===== src/rtl/alu_result_stage.sv =====
// alu_result_stage: registers the ALU 4:1 mux result with its encoded unit index,
// buffers up to two results behind valid/ready, and tracks illegal (non-one-hot) selects.
module alu_result_stage #(
    parameter int unsigned DATA_WIDTH = 8,
    parameter int unsigned CNT_WIDTH  = 4
) (
    input  logic                  CLK,
    input  logic                  RST,
    input  logic [DATA_WIDTH-1:0] IN_DATA,
    input  logic [3:0]            IN_SEL,
    input  logic                  IN_VALID,
    output logic                  IN_READY,
    output logic [DATA_WIDTH-1:0] OUT_DATA,
    output logic [1:0]            OUT_UNIT,
    output logic                  OUT_VALID,
    input  logic                  OUT_READY,
    input  logic                  ERR_CLR,
    output logic                  SEL_ERR,
    output logic [CNT_WIDTH-1:0]  ERR_CNT
);

    localparam int unsigned DEPTH = 2;
    localparam logic [CNT_WIDTH-1:0] CNT_MAX = {CNT_WIDTH{1'b1}};

    typedef struct packed {
        logic [DATA_WIDTH-1:0] data;
        logic [1:0]            unit;
    } entry_t;

    entry_t     mem [DEPTH];
    logic       wr_ptr;
    logic       rd_ptr;
    logic [1:0] occ;

    logic       sel_legal;
    logic [1:0] sel_unit;
    logic       accept;
    logic       push;
    logic       pop;
    logic       bad_accept;

    // Handshake flags derive only from registered occupancy, so no input-to-ready path exists.
    assign IN_READY  = (occ < 2'(DEPTH));
    assign OUT_VALID = (occ != 2'd0);
    assign OUT_DATA  = OUT_VALID ? mem[rd_ptr].data : '0;
    assign OUT_UNIT  = OUT_VALID ? mem[rd_ptr].unit : 2'd0;

    // One-hot select to unit index; anything else is flagged illegal.
    always_comb begin
        sel_legal = 1'b1;
        sel_unit  = 2'd0;
        case (IN_SEL)
            4'b1000: sel_unit = 2'd0;
            4'b0100: sel_unit = 2'd1;
            4'b0010: sel_unit = 2'd2;
            4'b0001: sel_unit = 2'd3;
            default: sel_legal = 1'b0;
        endcase
    end

    assign accept     = IN_VALID && IN_READY;
    assign push       = accept && sel_legal;
    assign bad_accept = accept && !sel_legal;
    assign pop        = OUT_VALID && OUT_READY;

    // Buffer storage; contents are masked by OUT_VALID so they need no reset.
    always_ff @(posedge CLK) begin
        if (!RST && push) begin
            mem[wr_ptr] <= '{data: IN_DATA, unit: sel_unit};
        end
    end

    // Pointers and occupancy; a push and pop in the same cycle leave occupancy unchanged.
    always_ff @(posedge CLK) begin
        if (RST) begin
            wr_ptr <= 1'b0;
            rd_ptr <= 1'b0;
            occ    <= 2'd0;
        end else begin
            if (push) begin
                wr_ptr <= ~wr_ptr;
            end
            if (pop) begin
                rd_ptr <= ~rd_ptr;
            end
            if (push && !pop) begin
                occ <= occ + 2'd1;
            end else if (pop && !push) begin
                occ <= occ - 2'd1;
            end
        end
    end

    // Sticky error flag and saturating counter; an illegal accept overrides a same-cycle clear.
    always_ff @(posedge CLK) begin
        if (RST) begin
            SEL_ERR <= 1'b0;
            ERR_CNT <= '0;
        end else if (bad_accept) begin
            SEL_ERR <= 1'b1;
            if (ERR_CLR) begin
                ERR_CNT <= CNT_WIDTH'(1);
            end else if (ERR_CNT != CNT_MAX) begin
                ERR_CNT <= ERR_CNT + CNT_WIDTH'(1);
            end
        end else if (ERR_CLR) begin
            SEL_ERR <= 1'b0;
            ERR_CNT <= '0;
        end
    end

endmodule


===== config.mk =====
export PLATFORM = sky130hd
export DESIGN_NAME = alu_result_stage
export DESIGN_NICKNAME = d
export VERILOG_FILES = /design/src/rtl/alu_result_stage.sv
export SDC_FILE = /design/constraint.sdc
export NUM_CORES = 1
export LEC_CHECK = 0
export BUFFER_PORTS_ARGS = -buffer_cell sky130_fd_sc_hd__buf_2
export CORE_ASPECT_RATIO = 0.75
export CORE_MARGIN = 2
export CORE_UTILIZATION = 54
export CTS_BUF_LIST = sky130_fd_sc_hd__clkbuf_8
export DETAILED_ROUTE_END_ITERATION = 16
export MAX_ROUTING_LAYER = met4
export PLACE_DENSITY_LB_ADDON = 0.08
export SYNTH_ARGS = -nofsm -noshare
export SYNTH_HDL_FRONTEND = slang
export SYNTH_SLANG_ARGS = --single-unit

===== constraint.sdc =====
create_clock -name CLK -period 2.62 [get_ports CLK]
set_input_delay 0.262 -clock CLK [delete_from_list [all_inputs] [get_ports CLK]]
set_output_delay 0.262 -clock CLK [all_outputs]
set_load 0.005 [all_outputs]

# [After elaboration in Yosys (flattened, before gate mapping)]
# Memories as Yosys holds them, arrays and structs flattened. A register that Yosys moved wholly into a read port is not among the register bits.
# Index checks and enable logic that the tools add are counted.
[word_totals] ram_bits=20 inputBits=17 register_bits=9 mem_count=1 out_inout_bits=17
[mem_list] memory="mem" words=2 word_bits=10 read_ports=1 rd_clocked_by_memory_dff=1 write_ports=1 line="30" text="entry_t mem [DEPTH];"
[op_classes] bitwise_logic=2 muxes=16 reduce_logical=17 n_lt_le_gt_ge=1 n_addsub=3 eq_ne=5
[op_table] op="2-to-1 mux 4 bit" n=4
[op_table] op="2-to-1 mux 8 bit" n=1
[op_table] op="nonzero test 2 bit" n=4
[op_table] op="logical AND 1 bit" n=7
[op_table] op="2-to-1 mux 1 bit" n=7
[op_table] op="2-to-1 mux 2 bit" n=3
[op_table] op="one-hot mux 2 bit (3 select lines)" n=1
[op_table] op="adder 4 x 1 -> 4 bit, second input constant" n=1
[op_table] op="== test 4 x 1 -> 1 bit, second input constant" n=1
[op_table] op="== test 4 x 2 -> 1 bit, second input constant" n=1
[op_table] op="== test 4 x 3 -> 1 bit, second input constant" n=1
[op_table] op="== test 4 bit, second input constant" n=1
[op_table] op="logical NOT 1 bit" n=4
[op_table] op="inequality test 4 bit, second input constant" n=1
[op_table] op="OR reduction 4 bit" n=1
[op_table] op="adder 2 x 1 -> 2 bit, second input constant" n=1
[op_table] op="< comparator 2 bit, second input constant" n=1
[op_table] op="inverter 1 bit" n=2
[op_table] op="AND reduction 2 bit" n=1
[op_table] op="subtractor 2 x 1 -> 2 bit, second input constant" n=1

# [Logic depth before layout (Yosys ltp)]
[depth] word_depth=8 mapped_depth=9 depth_no_buf=9

# [Worst setup path before layout]
# No wires, ideal clock.
[synth_path] path_kind="input port to flip-flop" startpoint="input port IN_SEL[3]" endpoint="memory mem[1][0] (netlist bit), enable pin" setup_ps=392 arrival_ps=1780 setup_slack_ps=448 path_buffers=0 stages=5 path_cell_list="nor4b_1 nor2_4 nand2_2 nand2_2 nor3b_1"
[synth_between] elab_chain_len=7 elab_cells_between_ends=10 classes_between="4 x eq/ne; 3 x mux; 3 x reduce/logical"
[synth_rtl] item="start: declaration" line="10" text="input logic [3:0] IN_SEL,"
[synth_rtl] item="== test 4 x 1 -> 1 bit, or another cell as far along" line="52" text="case (IN_SEL)"
[synth_rtl] item="OR reduction 4 bit (no line) *"
[synth_rtl] item="2-to-1 mux 1 bit *" line="52"
[synth_rtl] item="logical AND 1 bit *" line="62" text="assign push = accept && sel_legal;"
[synth_rtl] item="logical AND 1 bit *" line="68" text="if (!RST && push) begin"
[synth_rtl] item="2-to-1 mux 1 bit *" line="68"
[synth_rtl] item="2-to-1 mux 1 bit (not written as such) *" line="69" text="mem[wr_ptr] <= '{data: IN_DATA, unit: sel_unit};"
[synth_rtl] item="end: declaration" line="30"
# Mark *: on every way between the ends. The rest lies on a longest branch, timed or not.

# [Final worst setup path]
[layout_path] startpoint="register occ[0]" endpoint="register occ[1]"
[layout_between] elab_chain_len=6 elab_cells_between_ends=14 classes_between="2 x add/sub; 1 x order compare; 2 x mux; 9 x reduce/logical"
[layout_rtl] item="start: declaration" line="33" text="logic [1:0] occ;"
[layout_rtl] item="start signal: assignment" line="87" text="occ <= occ + 2'd1;"
[layout_rtl] item="start signal: assignment" line="89" text="occ <= occ - 2'd1;"
[layout_rtl] item="< comparator 2 bit" line="43" text="assign IN_READY = (occ < 2'(DEPTH));"
[layout_rtl] item="logical AND 1 bit" line="61" text="assign accept = IN_VALID && IN_READY;"
[layout_rtl] item="logical AND 1 bit" line="62"
[layout_rtl] item="logical NOT 1 bit" line="88" text="end else if (pop && !push) begin"
[layout_rtl] item="logical AND 1 bit" line="88"
[layout_rtl] item="nonzero test 2 bit (no line)"
# Several ways; a longest one is shown, not always the timed one. The select of a mux whose other input is x is not followed.
# A chain may end at the register's enable or synchronous reset.

==> impl_metrics.ini <==
[route]
antenna_violating_nets_post_route = 0
routed_wire_length_per_instance_um = 12.2
drt_wirelength_um = 2190
drt_first_pass_iters = 4
route.vias.total = 884
drt_first_iter_violations = 54
post-route-drc-count = 0
routed_via_density = 4.94

[yosys]
synth-main-ff-cell = sky130_fd_sc_hd__edfxtp_1
synth_largest_type_area_fraction_pct = 46.3
post-synth-top-area-cell = sky130_fd_sc_hd__edfxtp_1
synth.lib_cells_used.distinct = 30
post_synth_main_area_contributors = sky130_fd_sc_hd__edfxtp_1 (46%), sky130_fd_sc_hd__dfxtp_1 (15%), sky130_fd_sc_hd__mux2i_1 (8.5%)
synth_async_reset_ratio_pct = 0
post_synth.cell_area_avg_um2 = 12.3
yosys_warnings = 0
yosysSeqAreaShare_pct = 61.8
ys_seq_elements = 30
post_synth_edffs = 20
syn_area_um2 = 1300
netlist_instances = 105
postSynthNetCount = 124

[pwr]
power_density_nw_per_um2 = 863
p_leak_nw = 0.664
switching_power_w = 0.000397
total_power_w = 0.00139
share_comb_of_total_power_pct = 25.3
switching_part_of_the_total_power_pct = 28.4
p_clk_share_pct = 32.0
power.ir.vdd_worst_mv = 0.544
p_int_w = 0.000998
p_seq_share_pct = 42.7

[clocking]
ctsResizeCount = 0
cts_max_level = 2
clock_root_cell = sky130_fd_sc_hd__clkbuf_8
worst_skew_pair.late_latency_ns = 0.28
ctsHoldBuffers = 0
clock_tree.buffer_depth = 2
clk_pin_slew_ns = 0.06
post-cts-setup-buffers = 0
tritoncts = done
cts_made_buffers = 5
clock_sinks = 30

[global_routing]
use_met3_pct = 7.02
first_global_vias = 769
grt_first_pass_wirelength_um = 3330
antenna_found_initial = 0
top_usage_layer = met2
global_route.overflow_total = 0
grt.met1_usage_pct = 20.5
grt_use_total_pct = 18.2
grt_max_degree = 13
grt_use_met2_pct = 27.7

[sta]
total_setup_violations_reported_at_the_end_of_the_flow = 0
max_slew.worst_pin.slew_ns = 0.745
report.final.hold_viol_count = 0
report.final.slew_viol_count = 0
post-route-period-util_pct = 79.1
fin_tns_setup_ns = 0
clock_skew_ns = 0.00308
rsz0062_at_grt = false
timing.slew.headroom_pct = 50.2
max_freq_mhz = 482
worst_hold_slack_ns = 0.171
final.min_clock_period_ns = 2.07

[final_layout]
design.final.nets = 163
fill_cells = 182
syn_to_final_growth_pct = 24.6
insertedDiodeCount = 0
mostFrequentLayoutCell = sky130_fd_sc_hd__buf_2
most-common-layout-cells = sky130_fd_sc_hd__buf_2 (33), sky130_fd_sc_hd__edfxtp_1 (20), sky130_fd_sc_hd__nor2_1 (16)
final_layout_size_suffix_gt1_share_pct = 35.2
final_core_utilization_pct = 70.5
finish.instance_area_um2 = 1620

[placement]
detailed_placement_hpwl_um = 1580
port_buffers = 33
place_area_um2 = 1510
finalWeightedCongestion = 0.756

[setup_path]
timing.critical_path.to_type = flop
reg2reg_to = occ[1]$_SDFFE_PP0P_
worstPathRequired_ns = 2.83
crit_end = occ[1]$_SDFFE_PP0P_
crit_type = flop to flop
reg2reg_setup_slack_ns = 0.55
crit_path_max_fanout = 11
timing.critical_path.arrival_ns = 2.28
r2r-start = occ[0]$_SDFFE_PP0P_
critPathLaunch = occ[0]$_SDFFE_PP0P_
r2r_cells = 6
cp_launch_type = flop

[outcome]
run_status = finished clean

[floorplanning]
die_h_um = 46.4
starting_density_pct = 56.6
core_region_area_um2 = 2290
die_w_um = 60.6
floorplan.die_area_um2 = 2810
placement_rows = 15
ios = 34

[min_path]
timing.hold.worst.class = input port to flop

[job]
drv_cap = 0
[worst min-delay path by stage]
stage | from | to | slack (ns) | cells past startpoint
after detailed placement | IN_DATA[4] | mem[0][6]$_DFFE_PP_ | 0.46 | 1
after global placement | IN_DATA[0] | mem[1][2]$_DFFE_PP_ | 0.45 | 1
after global routing | IN_DATA[4] | mem[1][6]$_DFFE_PP_ | 0.16 | 1
after floorplan | ERR_CLR | ERR_CNT[1]$_SDFFE_PP0P_ | 0.33 | 1
final | IN_DATA[4] | mem[1][6]$_DFFE_PP_ | 0.17 | 1
after CTS | IN_DATA[4] | mem[1][6]$_DFFE_PP_ | 0.16 | 1
[metal layers]
| layer | vias to the layer above | part of all wire (%) |
|---|---|---|
| met5 | - | 0 |
| met4 | 0 | 1.4 |
| met3 | 4 | 5.5 |
| met2 | 23 | 49 |
| met1 | 403 | 44 |
| li1 | 454 | - |
[cell type report]
type                       count  area [um^2]  share of cell area, %
tap                           34         42.5                   2.63
clock buffer                   5         68.8                   4.26
timing repair buffer          35          180                   11.2
sequential                    30          801                   49.6
clock inverter                 3         40.0                   2.48
inverter                       6         22.5                   1.39
multi-input combinational     66          460                   28.5
[synthesized netlist by cell type (3+ instances only)]
cell,instances
sky130_fd_sc_hd__xnor2_1,3
sky130_fd_sc_hd__dfxtp_1,10
sky130_fd_sc_hd__a21oi_1,3
sky130_fd_sc_hd__xor2_1,3
sky130_fd_sc_hd__nor2_1,16
sky130_fd_sc_hd__mux2i_1,11
sky130_fd_sc_hd__edfxtp_1,20
sky130_fd_sc_hd__o21ai_0,3
sky130_fd_sc_hd__nor3_1,3
sky130_fd_sc_hd__inv_1,5
sky130_fd_sc_hd__nand3_1,3
[state kept, by name (all words and copies together), names as in the netlist, named ones only]
name	cells
occ	2
rd_ptr	1
wr_ptr	1
mem	20
ERR_CNT	4
SEL_ERR	1
[cells by family after synthesis]
kind of cell,after synthesis,share of synthesized area [%]
buffers and inverters,9,2.70
multiplexers,11,8.49
AND/OR/NAND/NOR,38,16.9
XOR/XNOR,6,4.05
AO/OA/AOI/OAI,9,4.15
flip-flops,30,61.8
adder cells (fa/ha/maj),2,1.93
[power groups by stage]
stage	Combinational [W]	Sequential, W	Clock (W)
4_1_cts	0.000359	0.000598	0.000456
3_3_place_gp	0.000345	0.000606	0
2_1_floorplan	0.000250	0.000576	0
5_1_grt	0.000394	0.000604	0.000471
6_report	0.000352	0.000596	0.000446
3_5_place_dp	0.000356	0.000608	0
[worst max-delay path: stages, from the launching register on]
cell and delay [ns]:
sky130_fd_sc_hd__dfxtp_1 0.33, sky130_fd_sc_hd__nor2_1 0.59, sky130_fd_sc_hd__inv_1 0.12, sky130_fd_sc_hd__nand2_1 0.15
sky130_fd_sc_hd__ha_1 0.28, sky130_fd_sc_hd__or3_1 0.38, sky130_fd_sc_hd__a21oi_1 0.15
[per-stage QoR]
stage / worst slack, ns / cells
2_1_floorplan: 0.448 / 105
3_5_place_dp: 0.552 / 171
5_1_grt: 0.378 / 179
3_3_place_gp: 0.638 / 171
4_1_cts: 0.522 / 179
6_report: 0.547 / 179
Note: power is estimated with default switching activity, not from simulation.
